[config.mk]
export PLATFORM = sky130hd
export DESIGN_NAME = joypad_ports
export DESIGN_NICKNAME = d
export VERILOG_FILES = /design/src/rtl/nes_pkg.sv /design/src/rtl/joypad_shifter.sv /design/src/rtl/joypad_ports.sv
export SDC_FILE = /design/constraint.sdc
export NUM_CORES = 1
export LEC_CHECK = 0
export ABC_AREA = 1
export CORE_MARGIN = 2
export CORE_UTILIZATION = 57
export DETAILED_ROUTE_END_ITERATION = 12
export DONT_BUFFER_PORTS = 1
export GPL_ROUTABILITY_DRIVEN = 0
export PLACE_DENSITY = 0.85
export SYNTH_ARGS = -nofsm -noshare
export SYNTH_HDL_FRONTEND = slang
export SYNTH_SLANG_ARGS = --single-unit
export TNS_END_PERCENT = 50
[constraint.sdc]
create_clock -name clock -period 1.22 [get_ports clock]
set_input_delay 0 -clock clock [delete_from_list [all_inputs] [get_ports clock]]
set_output_delay 0 -clock clock [all_outputs]
set_load 0.01 [all_outputs]
[src/rtl/nes_pkg.sv]
// Shared NES controller constants: port indices, button bit positions and the
// width of the per-port read counter.
package nes_pkg;

    localparam int PORT_0 = 0;
    localparam int PORT_1 = 1;
    localparam int PORT_2 = 2;
    localparam int PORT_3 = 3;

    localparam int BTN_A      = 0;
    localparam int BTN_B      = 1;
    localparam int BTN_SELECT = 2;
    localparam int BTN_START  = 3;
    localparam int BTN_UP     = 4;
    localparam int BTN_DOWN   = 5;
    localparam int BTN_LEFT   = 6;
    localparam int BTN_RIGHT  = 7;

    localparam int COUNT_W = 5;

endpackage

[src/rtl/joypad_shifter.sv]
// One controller port: parallel load on strobe, shift-out on read-clock falls,
// saturating read counter, or pass-through capture of an external pad.
module joypad_shifter
    import nes_pkg::*;
#(
    parameter int C_bits     = 8,
    parameter int C_fill     = 1,
    parameter bit C_external = 1'b0
) (
    input  logic                 clock,
    input  logic                 R_reset,
    input  logic                 load,
    input  logic                 fall,
    input  logic [C_bits-1:0]    eff_buttons,
    input  logic                 ext_bit,
    output logic                 joy_data,
    output logic [COUNT_W-1:0]   read_count
);

    localparam logic                FILL_BIT  = 1'(C_fill);
    localparam logic [COUNT_W-1:0]  COUNT_MAX = COUNT_W'(C_bits);

    logic [C_bits-1:0]  shreg_q, shreg_d;
    logic [COUNT_W-1:0] count_q, count_d;
    logic               ext_data_q, ext_data_d;

    // Load wins over a coincident fall, so a strobe never loses bit 0.
    always_comb begin
        shreg_d    = shreg_q;
        count_d    = count_q;
        ext_data_d = ext_data_q;
        if (R_reset) begin
            shreg_d    = '0;
            count_d    = '0;
            ext_data_d = 1'b0;
        end else if (load) begin
            shreg_d    = eff_buttons;
            count_d    = '0;
            ext_data_d = ~ext_bit;
        end else if (fall) begin
            shreg_d    = {FILL_BIT, shreg_q[C_bits-1:1]};
            count_d    = (count_q == COUNT_MAX) ? count_q : count_q + 1'b1;
            ext_data_d = ~ext_bit;
        end
    end

    always_ff @(posedge clock) begin
        shreg_q    <= shreg_d;
        count_q    <= count_d;
        ext_data_q <= ext_data_d;
    end

    assign joy_data   = C_external ? ext_data_q : shreg_q[0];
    assign read_count = count_q;

endmodule

[src/rtl/joypad_ports.sv]
// NES $4016/$4017 controller ports: input registration, read-clock fall
// detection, autofire phase divider and one shifter per port.
module joypad_ports
    import nes_pkg::*;
#(
    parameter int C_ports       = 2,
    parameter int C_bits        = 8,
    parameter int C_fill        = 1,
    parameter int C_external    = 0,
    parameter int C_clk_hz      = 21428571,
    parameter int C_autofire_hz = 10
) (
    input  logic                        clock,
    input  logic                        R_reset,
    input  logic                        joy_strobe,
    input  logic                        joy_clock,
    input  logic [C_ports*C_bits-1:0]   buttons,
    input  logic [2*C_ports-1:0]        turbo,
    input  logic [C_ports-1:0]          ext_data,
    output logic                        ext_strobe,
    output logic                        ext_clock,
    output logic [C_ports-1:0]          joy_data,
    output logic [C_ports*5-1:0]        read_count
);

    localparam int          DIV_N    = (C_autofire_hz > 0) ? C_clk_hz / (2 * C_autofire_hz) : 1;
    localparam logic [31:0] DIV_LAST = 32'(DIV_N - 1);
    localparam logic [3:0]  EXT_MASK = 4'(C_external);

    logic [C_ports*C_bits-1:0] buttons_q, buttons_d;
    logic [2*C_ports-1:0]      turbo_q, turbo_d;
    logic [C_ports-1:0]        ext_data_q, ext_data_d;
    logic                      last_clock_q, last_clock_d;
    logic                      ext_strobe_q, ext_strobe_d;
    logic                      ext_clock_q, ext_clock_d;
    logic                      phase_q, phase_d;
    logic [31:0]               div_q, div_d;
    logic                      fall;
    logic                      load;

    always_comb begin
        buttons_d    = buttons;
        turbo_d      = turbo;
        ext_data_d   = ext_data;
        last_clock_d = joy_clock;
        ext_strobe_d = joy_strobe;
        ext_clock_d  = joy_clock;
        phase_d      = phase_q;
        div_d        = div_q;
        if (R_reset) begin
            last_clock_d = 1'b0;
            ext_strobe_d = 1'b0;
            ext_clock_d  = 1'b0;
            phase_d      = 1'b0;
            div_d        = '0;
        end else if (C_autofire_hz > 0) begin
            if (div_q == DIV_LAST) begin
                div_d   = '0;
                phase_d = ~phase_q;
            end else begin
                div_d = div_q + 32'd1;
            end
        end
    end

    always_ff @(posedge clock) begin
        buttons_q    <= buttons_d;
        turbo_q      <= turbo_d;
        ext_data_q   <= ext_data_d;
        last_clock_q <= last_clock_d;
        ext_strobe_q <= ext_strobe_d;
        ext_clock_q  <= ext_clock_d;
        phase_q      <= phase_d;
        div_q        <= div_d;
    end

    // last_clock is cleared in reset, so a low joy_clock right after release is not a fall.
    assign fall       = last_clock_q & ~joy_clock & ~R_reset;
    assign load       = joy_strobe & ~R_reset;
    assign ext_strobe = ext_strobe_q;
    assign ext_clock  = ext_clock_q;

    for (genvar p = 0; p < C_ports; p++) begin : g_port
        logic [C_bits-1:0] turbo_mask;
        logic [C_bits-1:0] eff_buttons;

        always_comb begin
            turbo_mask        = '0;
            turbo_mask[BTN_A] = turbo_q[2*p] & phase_q;
            turbo_mask[BTN_B] = turbo_q[2*p+1] & phase_q;
        end

        assign eff_buttons = buttons_q[p*C_bits +: C_bits] | turbo_mask;

        joypad_shifter #(
            .C_bits     (C_bits),
            .C_fill     (C_fill),
            .C_external (EXT_MASK[p])
        ) u_shifter (
            .clock       (clock),
            .R_reset     (R_reset),
            .load        (load),
            .fall        (fall),
            .eff_buttons (eff_buttons),
            .ext_bit     (ext_data_q[p]),
            .joy_data    (joy_data[p]),
            .read_count  (read_count[p*5 +: 5])
        );
    end

endmodule

==> results_dict.tcl <==
set metrics [dict create \
    top_layer "met4" \
    avgSynthCellArea_sq_um 7.25 \
    via_per_inst 5.99 \
    muxShareOfSynthArea 0 \
    drt_iter0_markers 428 \
    crit_path_cell_trace "buf_4 -> nand2_2 -> nor2_4 -> nand2_2 -> nor2_4 -> xor2_2 -> nor2_1" \
    yosys-top-cells-area "dfxtp_1 (45%), nand2_1 (15%), nor2_1 (7.2%)" \
    synthXorXnorAreaFrac 0.0193 \
    dieArea_sq_mm 0.00704 \
    die_w_microns 83.9 \
    drive_gt1_frac 0.299 \
    clock.fmax_mhz 601 \
    dieHeight_microns 83.9 \
    worst_setup_path_start_kind "register" \
    wl_met2_microns 6330 \
    finalNetCount 624 \
    grt_overflow 0 \
    clock_skew_ps 14.3 \
    port_buffers 0 \
    violations "setup timing" \
    synth_area_sq_mm 0.00364 \
    cts_tree "yes" \
    finalSetupViolations 43 \
    synthArstFlopShare 0 \
    cts_root_buf "clkbuf_8" \
    slew_violations 0 \
    rr_startpoint "div_q[7]" \
    p_comb_frac 0.075 \
    clk_path_buf_depth 2 \
    start_util 0.579 \
    ir_drop_mv 0.975 \
    endpoint_kind "register" \
    synth_seq_cells 81 \
    cts.sinks 81 \
    hold_path_end "buttons_q[11]" \
    swShare 0.257 \
    seqPwrFrac 0.525 \
    grt_max_degree 24 \
    yosys_warnings 0 \
    critPathKind "register to register" \
    seq_area_frac_synth 0.446 \
    power.density_mw_per_mm2 1060 \
    drt_first_pass_iters 5 \
    grt_pass1_vias 3543 \
    leakage_nw 2.03 \
    core_sq_mm 0.00628 \
    drt_wl_total_microns 13200 \
    synth_ff_type "dfxtp_1" \
    clock_latency_ps 370 \
    ant_nets 0 \
    h-tree-depth 3 \
    synth_top_family_by_area "simple AND/OR/NAND/NOR gates" \
    cap_viol_max_count 0 \
    grt.total_usage 0.292 \
    clkPwrFrac 0.400 \
    setup_slack_ps -445 \
    r2r_cells 7 \
    wire_per_inst_microns 19.6 \
    min_from "buttons[11]" \
    timing.critical_path.buf_inv 1 \
    ys_types 31 \
    totalNegativeSetupSlack_ps -12130 \
    slowest_delay_ps 360 \
    period_share 1.36 \
    syn_to_final_growth_pct 36.9 \
    drc 0 \
    yosysTopAreaCell "dfxtp_1" \
    yosysMostFrequentCell "nand2_1" \
    critPathSlowestCell "dfxtp_1" \
    crit_fanout 5 \
    synth-simple-area-share 0.348 \
    rsz0062_at_grt "true" \
    dp_hpwl_microns 6250 \
    status "complete, but fails checks" \
    post_dp_cell_area_sq_mm 0.00417 \
    critical_path_arrival_ps 1910 \
    power.switching_mw 1.36 \
    synth_compound_area_frac 0.0826 \
    fin_crit_ps 1660 \
    synth_top_cells_by_count "nand2_1 (145), dfxtp_1 (81), nor2_1 (70)" \
    antenna_found_initial 0 \
    pre_cts_ws_ps -217 \
    design_area_sq_mm 0.00498 \
    hold_viol_final 0 \
    worstMarginPinSlew_ps 416 \
    cts-buffers-inserted 9 \
    r2r_slack_ps -440 \
    ioPinCount 40 \
    clk_pin_slew_ps 90 \
    holdPathStages 1 \
    grt_pass1_wl_microns 16400 \
    yosysTopAreaCellShare 0.446 \
    synth_edf_count 0 \
    synth_cells 502 \
    worstReg2RegEnd "div_q[15]" \
    drt-met1-wl_microns 4680 \
    diodes 0 \
    via_count 4043 \
    p_int_mw 3.94 \
    cpLargestDelayFamily "simple AND/OR/NAND/NOR gates" \
    hp-class "primary input to register" \
    required_ps 1470 \
    maxSlewHeadroom 0.723 \
    syn-num-nets 533 \
    rows 29 \
    synthAdderAreaFrac 0.0172 \
    routed-wl-met3_microns 1120 \
]
[per-stage QoR]
stage                     utilization  power [mW]  hold WS, ps  std cells
after floorplan                     -        3.00         27.7        502
after global placement          0.664        3.05         27.8        630
after detailed placement        0.664        3.06         27.8        630
after CTS                       0.737        5.14          169        669
after global routing            0.793        5.41          167        675
final                           0.793        5.30          171        675
[power groups by stage]
stage	clock network (mW)	logic [mW]	registers, mW
after global routing	2.21	0.415	2.79
after CTS	2.07	0.302	2.77
final	2.12	0.395	2.78
after detailed placement	0	0.229	2.83
after floorplan	0	0.179	2.82
after global placement	0	0.216	2.83
[layout make-up]
| type | count | area [sq um] |
|---|---|---|
| Multi-Input combinational cell | 349 | 1970 |
| Sequential cell | 81 | 1640 |
| Fill cell | 347 | 1300 |
| Timing Repair Buffer | 91 | 833 |
| Inverter | 61 | 231 |
| Clock buffer | 10 | 138 |
| Tap cell | 77 | 96.3 |
| Clock inverter | 6 | 73.8 |
[worst max-delay path by stage]
stage	from	end	slack [ps]	depth (start not counted)
after CTS	div_q[1]	div_q[3]	-220	9
after floorplan	g_port[1].u_shifter.read_count[0]	g_port[1].u_shifter.read_count[2]	-3	10
after global placement	div_q[0]	div_q[3]	-150	9
final	div_q[7]	div_q[15]	-440	7
after global routing	div_q[7]	div_q[15]	-450	7
after detailed placement	div_q[1]	div_q[28]	-220	9
[what timing repair did]
| action | 4_1_cts | 5_1_grt |
|---|---|---|
| resized for setup | 5 | 77 |
| buffers inserted | 0 | 3 |
| pin swaps | 2 | 14 |
| endpoints found under the setup margin | 52 | 59 |
| hold buffers | 23 | 0 |
| endpoints found under the hold margin | 33 | 0 |
| cloned | 0 | 3 |
[layer usage]
metal	GRT usage	vias to the layer above
li1	-	1755
met1	0.346	1857
met2	0.492	310
met3	0.0633	121
met4	0.157	0
met5	0	-
[flip-flops by register name, indices dropped and copies added, names as in the netlist]
| name | count |
|---|---|
| div_q | 32 |
| phase_q | 1 |
| ext_strobe | 1 |
| g_port.u_shifter.shreg_q | 16 |
| turbo_q | 4 |
| buttons_q | 16 |
| g_port.u_shifter.read_count | 10 |
| ext_clock | 1 |
[kinds of logic after synthesis]
family | after synthesis
AO/OA/AOI/OAI | 47
XOR/XNOR | 8
adder cells (fa/ha/maj) | 5
buffers and inverters | 72
flip-flops | 81
AND/OR/NAND/NOR | 289
[cells in the final DEF, fill, tap and decap left out, types with 4 or more instances in the layout]
cell / netlist / routed
dlygate4sd3_1: 0 / 22
nor3_1: 6 / 4
nand2_4: 1 / 4
inv_2: 3 / 6
nor2_4: 6 / 16
nand3_1: 36 / 33
nand2_1: 145 / 139
o21ai_0: 9 / 6
buf_4: 5 / 62
nand2_2: 7 / 8
a21oi_1: 19 / 8
dfxtp_2: 0 / 8
clkbuf_8: 0 / 10
nor2_1: 70 / 43
xor2_1: 6 / 4
dfxtp_1: 81 / 72
a21oi_2: 0 / 11
a31oi_1: 4 / 4
o211a_1: 10 / 10
inv_1: 57 / 54
nor2_2: 9 / 26
o21ai_1: 2 / 5
No activity file was read; power rests on OpenSTA's default activity.
